<file path="config.mk">
export PLATFORM = sky130hd
export DESIGN_NAME = uart_tx_arbiter_flat
export DESIGN_NICKNAME = d
export VERILOG_FILES = /design/src/rtl/uart_tx_arbiter_if.sv /design/src/rtl/uart_tx_arbiter.sv /design/src/flat_wrapper.sv
export SDC_FILE = /design/constraint.sdc
export NUM_CORES = 1
export LEC_CHECK = 0
export CORE_UTILIZATION = 48
export DETAILED_ROUTE_END_ITERATION = 10
export PLACE_DENSITY = 0.89
export RECOVER_POWER = 25
export SLEW_MARGIN = 5
export SYNTH_ARGS = -nofsm -noshare
export SYNTH_HDL_FRONTEND = slang
export SYNTH_SLANG_ARGS = --single-unit
</file>
<file path="constraint.sdc">
create_clock -name clk -period 2.4 [get_ports clk]
set_input_delay 0.24 -clock clk [delete_from_list [all_inputs] [get_ports clk]]
set_output_delay 0.24 -clock clk [all_outputs]
set_load 0.01 [all_outputs]
</file>
<file path="src/rtl/uart_tx_arbiter_if.sv">
// uart_tx_arbiter_if: requester-side request/accept bus and UART transmitter
// strobe/data bundle for the shared-UART arbiter.
interface uart_tx_arbiter_if;
  logic [3:0]  req_valid;
  logic [31:0] req_data;
  logic [3:0]  req_ready;
  logic [7:0]  tx_data;
  logic        tx_en;
  logic [1:0]  grant_id;
  logic        busy;

  // Requesters / environment side
  modport master (
    output req_valid, req_data,
    input  req_ready, tx_data, tx_en, grant_id, busy
  );

  // Arbiter side
  modport slave (
    input  req_valid, req_data,
    output req_ready, tx_data, tx_en, grant_id, busy
  );
endinterface

</file>
<file path="src/rtl/uart_tx_arbiter.sv">
// uart_tx_arbiter: shares one UART transmitter among 4 requesters.
// The transmitter has no busy flag, so each frame is self-timed with a
// FRAME_CYCLES counter. Arbitration is round-robin by default; defining
// UART_ARB_FIXED_PRIO_EN selects fixed priority (requester 0 highest) and
// removes the round-robin pointer.
module uart_tx_arbiter #(
  parameter int unsigned SYS_CLK_FRP = 50_000_000,
  parameter int unsigned BAUDRATE    = 9600,
  parameter int unsigned FRAME_BITS  = 10
) (
  input  logic              clk,
  input  logic              rst,
  uart_tx_arbiter_if.slave  bus
);

  localparam int unsigned FRAME_CYCLES = (SYS_CLK_FRP / BAUDRATE) * FRAME_BITS;
  localparam int unsigned CNT_W        = (FRAME_CYCLES > 2) ? $clog2(FRAME_CYCLES) : 1;
  // WAIT lasts FRAME_CYCLES-1 cycles: counter runs 0 .. FRAME_CYCLES-2
  localparam logic [CNT_W-1:0] CNT_LAST = CNT_W'(FRAME_CYCLES - 2);

  typedef enum logic [1:0] {IDLE, GRANT, START, WAIT} state_t;

  state_t           state, state_nxt;
  logic [CNT_W-1:0] cnt, cnt_nxt;
  logic [3:0]       req_ready_nxt;
  logic             tx_en_nxt;
  logic [7:0]       tx_data_nxt;
  logic [1:0]       grant_id_nxt;
  logic             busy_nxt;
  logic [1:0]       winner_c;

`ifdef UART_ARB_FIXED_PRIO_EN
  // Fixed priority: lowest-index active requester wins
  always_comb begin
    winner_c = 2'd0;
    for (int i = 3; i >= 0; i--) begin
      if (bus.req_valid[i]) winner_c = 2'(i);
    end
  end
`else
  logic [1:0] ptr, ptr_nxt;
  logic [7:0] dbl_c;
  logic [3:0] rot_c;

  // Round-robin: rotate requests so ptr is bit 0, pick first set, rotate back
  always_comb begin
    dbl_c    = {bus.req_valid, bus.req_valid} >> ptr;
    rot_c    = dbl_c[3:0];
    winner_c = ptr;
    for (int i = 3; i >= 0; i--) begin
      if (rot_c[i]) winner_c = ptr + 2'(i);
    end
  end
`endif

  // Next-state and next-output logic
  always_comb begin
    state_nxt     = state;
    cnt_nxt       = cnt;
    req_ready_nxt = 4'b0000;
    tx_en_nxt     = 1'b0;
    tx_data_nxt   = bus.tx_data;
    grant_id_nxt  = bus.grant_id;
`ifndef UART_ARB_FIXED_PRIO_EN
    ptr_nxt       = ptr;
`endif
    case (state)
      IDLE: begin
        if (|bus.req_valid) begin
          grant_id_nxt  = winner_c;
          req_ready_nxt = 4'b0001 << winner_c;
          state_nxt     = GRANT;
        end
      end
      GRANT: begin
        // Transfer only if the requester still holds its request
        if (bus.req_valid[bus.grant_id]) begin
          tx_data_nxt = bus.req_data[{bus.grant_id, 3'b000} +: 8];
          tx_en_nxt   = 1'b1;
          state_nxt   = START;
`ifndef UART_ARB_FIXED_PRIO_EN
          ptr_nxt     = bus.grant_id + 2'd1;
`endif
        end else begin
          state_nxt = IDLE;
        end
      end
      START: begin
        cnt_nxt   = '0;
        state_nxt = WAIT;
      end
      WAIT: begin
        if (cnt == CNT_LAST) begin
          cnt_nxt   = '0;
          state_nxt = IDLE;
        end else begin
          cnt_nxt = cnt + CNT_W'(1);
        end
      end
      default: state_nxt = IDLE;
    endcase
    busy_nxt = (state_nxt != IDLE);
  end

  // State, counter and registered outputs
  always_ff @(posedge clk) begin
    if (rst) begin
      state         <= IDLE;
      cnt           <= '0;
      bus.req_ready <= 4'b0000;
      bus.tx_en     <= 1'b0;
      bus.tx_data   <= 8'h00;
      bus.grant_id  <= 2'd0;
      bus.busy      <= 1'b0;
`ifndef UART_ARB_FIXED_PRIO_EN
      ptr           <= 2'd0;
`endif
    end else begin
      state         <= state_nxt;
      cnt           <= cnt_nxt;
      bus.req_ready <= req_ready_nxt;
      bus.tx_en     <= tx_en_nxt;
      bus.tx_data   <= tx_data_nxt;
      bus.grant_id  <= grant_id_nxt;
      bus.busy      <= busy_nxt;
`ifndef UART_ARB_FIXED_PRIO_EN
      ptr           <= ptr_nxt;
`endif
    end
  end

endmodule

</file>
<file path="src/flat_wrapper.sv">
// flat-port wrapper written by rule: the top's interface ports become plain ports
module uart_tx_arbiter_flat 
#(
  parameter int unsigned SYS_CLK_FRP = 50_000_000,
  parameter int unsigned BAUDRATE    = 9600,
  parameter int unsigned FRAME_BITS  = 10
)
  (clk, rst, bus_req_valid, bus_req_data, bus_req_ready, bus_tx_data, bus_tx_en, bus_grant_id, bus_busy);
  uart_tx_arbiter_if bus_i ();
  input  logic clk;
  input  logic rst;
  input wire logic [$bits(bus_i.req_valid)-1:0] bus_req_valid;
  input wire logic [$bits(bus_i.req_data)-1:0] bus_req_data;
  output wire logic [$bits(bus_i.req_ready)-1:0] bus_req_ready;
  output wire logic [$bits(bus_i.tx_data)-1:0] bus_tx_data;
  output wire logic [$bits(bus_i.tx_en)-1:0] bus_tx_en;
  output wire logic [$bits(bus_i.grant_id)-1:0] bus_grant_id;
  output wire logic [$bits(bus_i.busy)-1:0] bus_busy;
  assign bus_i.req_valid = bus_req_valid;
  assign bus_i.req_data = bus_req_data;
  assign bus_req_ready = bus_i.req_ready;
  assign bus_tx_data = bus_i.tx_data;
  assign bus_tx_en = bus_i.tx_en;
  assign bus_grant_id = bus_i.grant_id;
  assign bus_busy = bus_i.busy;
  uart_tx_arbiter #(.SYS_CLK_FRP(SYS_CLK_FRP), .BAUDRATE(BAUDRATE), .FRAME_BITS(FRAME_BITS)) u_core (.clk(clk), .rst(rst), .bus(bus_i));
endmodule
</file>
Word-level counts from Yosys, hierarchy flattened:

Index checks and enable logic that the tools add are counted.

* flip-flop bits (word level): 36
* input bits: 38

* add/sub/neg operators: 5
* order comparisons: 1
* equality and inequality tests: 4
* shift-type cells: 3
* muxes and demuxes: 13
* bitwise logic cells: 3
* reduce and logical (&&, ||, !) cells: 8

Operators by type and width (count)
* one-hot mux 16 bit (2 select lines): 1
* indexed part select 32 x 6 -> 8 bit: 1
* adder 16 x 1 -> 16 bit (second input constant): 1
* equality test 16 bit (second input constant): 1
* 2-to-1 mux 16 bit: 1
* 2-to-1 mux 2 bit: 7
* one-hot mux 2 bit (4 select lines): 1
* right shift 8 x 2 -> 4 bit: 1
* adder 2 x 1 -> 2 bit (second input constant): 2
* adder 2 bit (second input constant): 2
* equality test 2 bit (second input constant): 2
* AND reduction 2 bit: 2
* nonzero test 2 bit: 2
* OR reduction 4 bit: 1
* << shifter 1 x 2 -> 4 bit (first input constant): 1
* < comparator 2 x 3 -> 1 bit (second input constant): 1
* NOT 1 bit: 3
* OR reduction 3 bit: 1
* binary-select mux 1 bit (select 2 bit): 1
* equality test 2 x 1 -> 1 bit (second input constant): 1
* logical NOT 2 bit: 1
* 2-to-1 mux 1 bit: 2
* OR reduction 2 bit: 1

Depth between registers and ports, before layout:

* word-level depth: 6
* depth in mapped cells: 7

Worst setup path before layout:

Ideal clock, no wire load.

* kind: register -> register
* from: register u_core.cnt[4]
* to: register u_core.cnt[13]
* library setup time: 0.117 ns
* arrival time: 1.786 ns
* slack: 0.497 ns
* stages on the path, launching flop included: 6
* path buffers: 1
* period minus slack after synthesis: 1.903 ns
* cell sequence: dfxtp_1 > or4_4 > o41a_1 > buf_6 > and3_4 > a22o_1

* longest elaborated chain between the ends: 3

RTL lines
* start: declaration: RTL line uart_tx_arbiter.sv:24 `logic [CNT_W-1:0] cnt, cnt_nxt;`
* start signal: assignment: RTL line uart_tx_arbiter.sv:120 `cnt <= cnt_nxt;`
* adder 16 x 1 -> 16 bit / equality test 16 bit (equally long branches): RTL line uart_tx_arbiter.sv:97, uart_tx_arbiter.sv:93
* 2-to-1 mux 16 bit (*): RTL line uart_tx_arbiter.sv:93 `if (cnt == CNT_LAST) begin`
* one-hot mux 16 bit (2 select lines) (*): RTL line uart_tx_arbiter.sv:67 `case (state)`

Mark *: on every way between the ends. The rest lies on a longest branch, timed or not.
A chain may end at the register's enable or synchronous reset.

Worst setup path in the final report:

Same ends and word-level chain as after synthesis.

==> impl_metrics.env <==
export IMPL_tns_ns=0
export IMPL_post_cts_buffers=0
export IMPL_ios=54
export IMPL_dr_pass1_iters=5
export IMPL_postLayoutCellArea_sq_um=2685
export IMPL_n_antenna_cell=0
export IMPL_io_buffers=53
export IMPL_power_leakage_nw=0.9474
export IMPL_yosysWarnings=0
export IMPL_core_area_sq_um=4000
export IMPL_grt_pass1_wl_mm=8.259
export IMPL_slew_headroom_pct=59.39
export IMPL_seqCellArea_sq_um=720.7
export IMPL_async_reset_ff_share_pct=0
export IMPL_end_kind="flop"
export IMPL_vias=2018
export IMPL_syn_nets=263
export IMPL_path_max_fanout=9
export IMPL_place_area_sq_um=2595
export IMPL_htree_levels=2
export IMPL_finalCritPeriodShare_pct=85.78
export IMPL_ys_seq_elements=36
export IMPL_skew_ns=0.008498
export IMPL_post_synth_num_cell_types=50
export IMPL_cts_tree="yes"
export IMPL_power_internal_mw=1.086
export IMPL_cts_resized=0
export IMPL_powerDensity_nw_per_um2=571.5
export IMPL_dp_hpwl_mm=3.716
export IMPL_arrival_ns=2.25
export IMPL_cts_buffer_depth=2
export IMPL_critical_path_startpoint_type="flop"
export IMPL_grt_pass1_vias=1776
export IMPL_worstPathRequired_ns=2.59
export IMPL_insertion_delay_ns=0.29
export IMPL_period_needed_ns=2.059
export IMPL_gp_congestion=0.9119
export IMPL_grt_antenna_before_repair=0
export IMPL_synth_cell_area_sq_um=2007
export IMPL_wl_per_cell_um=15.41
export IMPL_syn_inst=223
export IMPL_die_h_um=66.66
export IMPL_grt_overflow=0
export IMPL_final_core_util_pct=67.13
export IMPL_die_area_sq_um=4444
export IMPL_finalPower_mw=1.535
export IMPL_seqPwrFrac_pct=44.4
export IMPL_start_util_pct=50.17
export IMPL_finalHoldViolations=0
export IMPL_maxSlewViolCount=0
export IMPL_cts_root_buf="clkbuf_8"
export IMPL_setup_violations=0
export IMPL_synth_edf_count=0
export IMPL_rsz0062_at_grt="no"
export IMPL_hold_buffers=0
export IMPL_cts_sinks=36
export IMPL_drt_iter0_markers=168
export IMPL_dp_cells=320
export IMPL_drive_gt1_share_pct=10.79
export IMPL_multi_input_area_sq_um=1202
export IMPL_vdd_ir_drop_max_mv=0.3281
export IMPL_p_sw_share_pct=29.21
export IMPL_combPwrFrac_pct=26.4
export IMPL_outcome="completed"
export IMPL_cts_clk_slew_worst_paths_ns=0.07
export IMPL_switchingPower_mw=0.4483
export IMPL_tightest_slew_ns=0.6084
export IMPL_stdcell_count=328
export IMPL_area_growth_pct=33.79
export IMPL_hold_path_class="reg2reg"
export IMPL_detail_route_antenna_nets=0
export IMPL_drc=0
export IMPL_nets=317
export IMPL_nFillCells=316
export IMPL_timing_fmax_mhz=485.7
export IMPL_viasPerCell=6.152
export IMPL_routed_wl_mm=5.056
export IMPL_dieWidth_um=66.66
export IMPL_track_usage_pct=24.34
export IMPL_grt_max_degree=17
export IMPL_cap_viol_max_count=0
export IMPL_synth_ff_type="dfxtp_1"
export IMPL_fp_row_count=23
export IMPL_synth_seq_area_share_pct=35.91
export IMPL_pwr_share_clk_pct=29.2
export IMPL_path_class="reg2reg"
export IMPL_cts_inserted_buffers=5
export IMPL_avgSynthCellArea_sq_um=9.000
-- per-stage QoR --
stage	worst slack (ns)	hold slack (ns)
6_report	0.3412	0.4753
5_1_grt	0.2972	0.5020
4_1_cts	0.3605	0.4772
3_5_place_dp	0.3775	0.4686
3_3_place_gp	0.4175	0.4597
2_1_floorplan	0.4974	0.4808
-- cells in the mapped netlist (4+ instances only) --
cell type  number  area [sq um]
a21oi_1        15         75.07
a22o_1          5         43.79
a31oi_1         9         56.30
clkbuf_1       10         37.54
dfxtp_1        36         720.7
inv_1           7         26.28
mux4_2          8         180.2
nand2_1        11         41.29
nand3_1        16         80.08
nand4_1         5         31.28
nor2_1         10         37.54
nor2b_1         4         25.02
nor3_1          7         35.03
nor4_1          9         56.30
o21ai_0        14         70.07
o31ai_1         5         37.54
-- registers in the layout, summed over array words and instances, names as in the netlist --
| name | flops |
|---|---|
| u_core.bus.tx_en | 1 |
| u_core.cnt | 16 |
| u_core.ptr | 2 |
| u_core.bus.busy | 1 |
| u_core.bus.grant_id | 2 |
| u_core.state | 2 |
| u_core.bus.req_ready | 4 |
| u_core.bus.tx_data | 8 |
-- area by class of cell --
type	instances	area share, %
multi-input combinational	167	44.78
sequential	36	26.84
timing repair buffer	60	21.71
clock buffer	8	3.355
tap	50	2.330
inverter	7	0.9786
-- worst paths after layout --
kind / start / endpoint / slack [ns] / depth (start not counted)
worst min-delay path: u_core.bus.tx_data[0] / u_core.bus.tx_data[0] / 0.48 / 2
worst max register to register: u_core.cnt[4] / u_core.cnt[13] / 0.34 / 4
worst max-delay path: u_core.cnt[4] / u_core.cnt[13] / 0.34 / 4
worst min register to register: u_core.bus.tx_data[0] / u_core.bus.tx_data[0] / 0.48 / 2
-- power groups by stage --
stage	clock, mW	sequential (mW)	combinational (mW)
after floorplan	0	0.690	0.236
after global placement	0	0.693	0.400
after detailed placement	0	0.695	0.410
after CTS	0.448	0.682	0.412
after global routing	0.482	0.687	0.442
final	0.449	0.681	0.405
-- cells in the final DEF (no fill, tap or decap), types with 4 or more instances in the layout --
cell type / n
nand4_1: 5
dfxtp_1: 36
buf_4: 7
a21oi_1: 15
mux4_2: 8
a22o_1: 5
dlygate4sd3_1: 13
nor2_1: 10
clkdlybuf4s50_1: 40
nand3_1: 16
inv_1: 7
o31ai_1: 5
nor4_1: 9
a31oi_1: 9
o21ai_0: 14
nor3_1: 7
nor2b_1: 4
nand2_1: 11
clkbuf_8: 6
-- kinds of logic (layout without fill, tap and decap cells) --
logic type | Yosys count | after routing | share of synthesized area, %
buf+inv | 20 | 75 | 4.177
compound gates | 69 | 69 | 24.07
simple gates | 82 | 82 | 22.88
flops | 36 | 36 | 35.91
xor+xnor | 4 | 4 | 1.746
fa+ha+maj | 2 | 2 | 1.247
mux | 10 | 10 | 9.975
-- worst max-delay path: stages, from the launching register on --
cell     delay [ns]
dfxtp_1        0.38
or4_4          0.58
o41a_1         0.57
and3_4         0.25
a22o_1         0.18
-- routing by layer --
layer | GRT usage, % | up-vias | share of wire (%)
li1 | - | 983 | -
met1 | 30.54 | 955 | 43
met2 | 39.90 | 77 | 50
met3 | 7.192 | 3 | 5.9
met4 | 7.181 | 0 | 0.53
met5 | 0 | - | 0
Note: power is estimated with default switching activity, not from simulation.
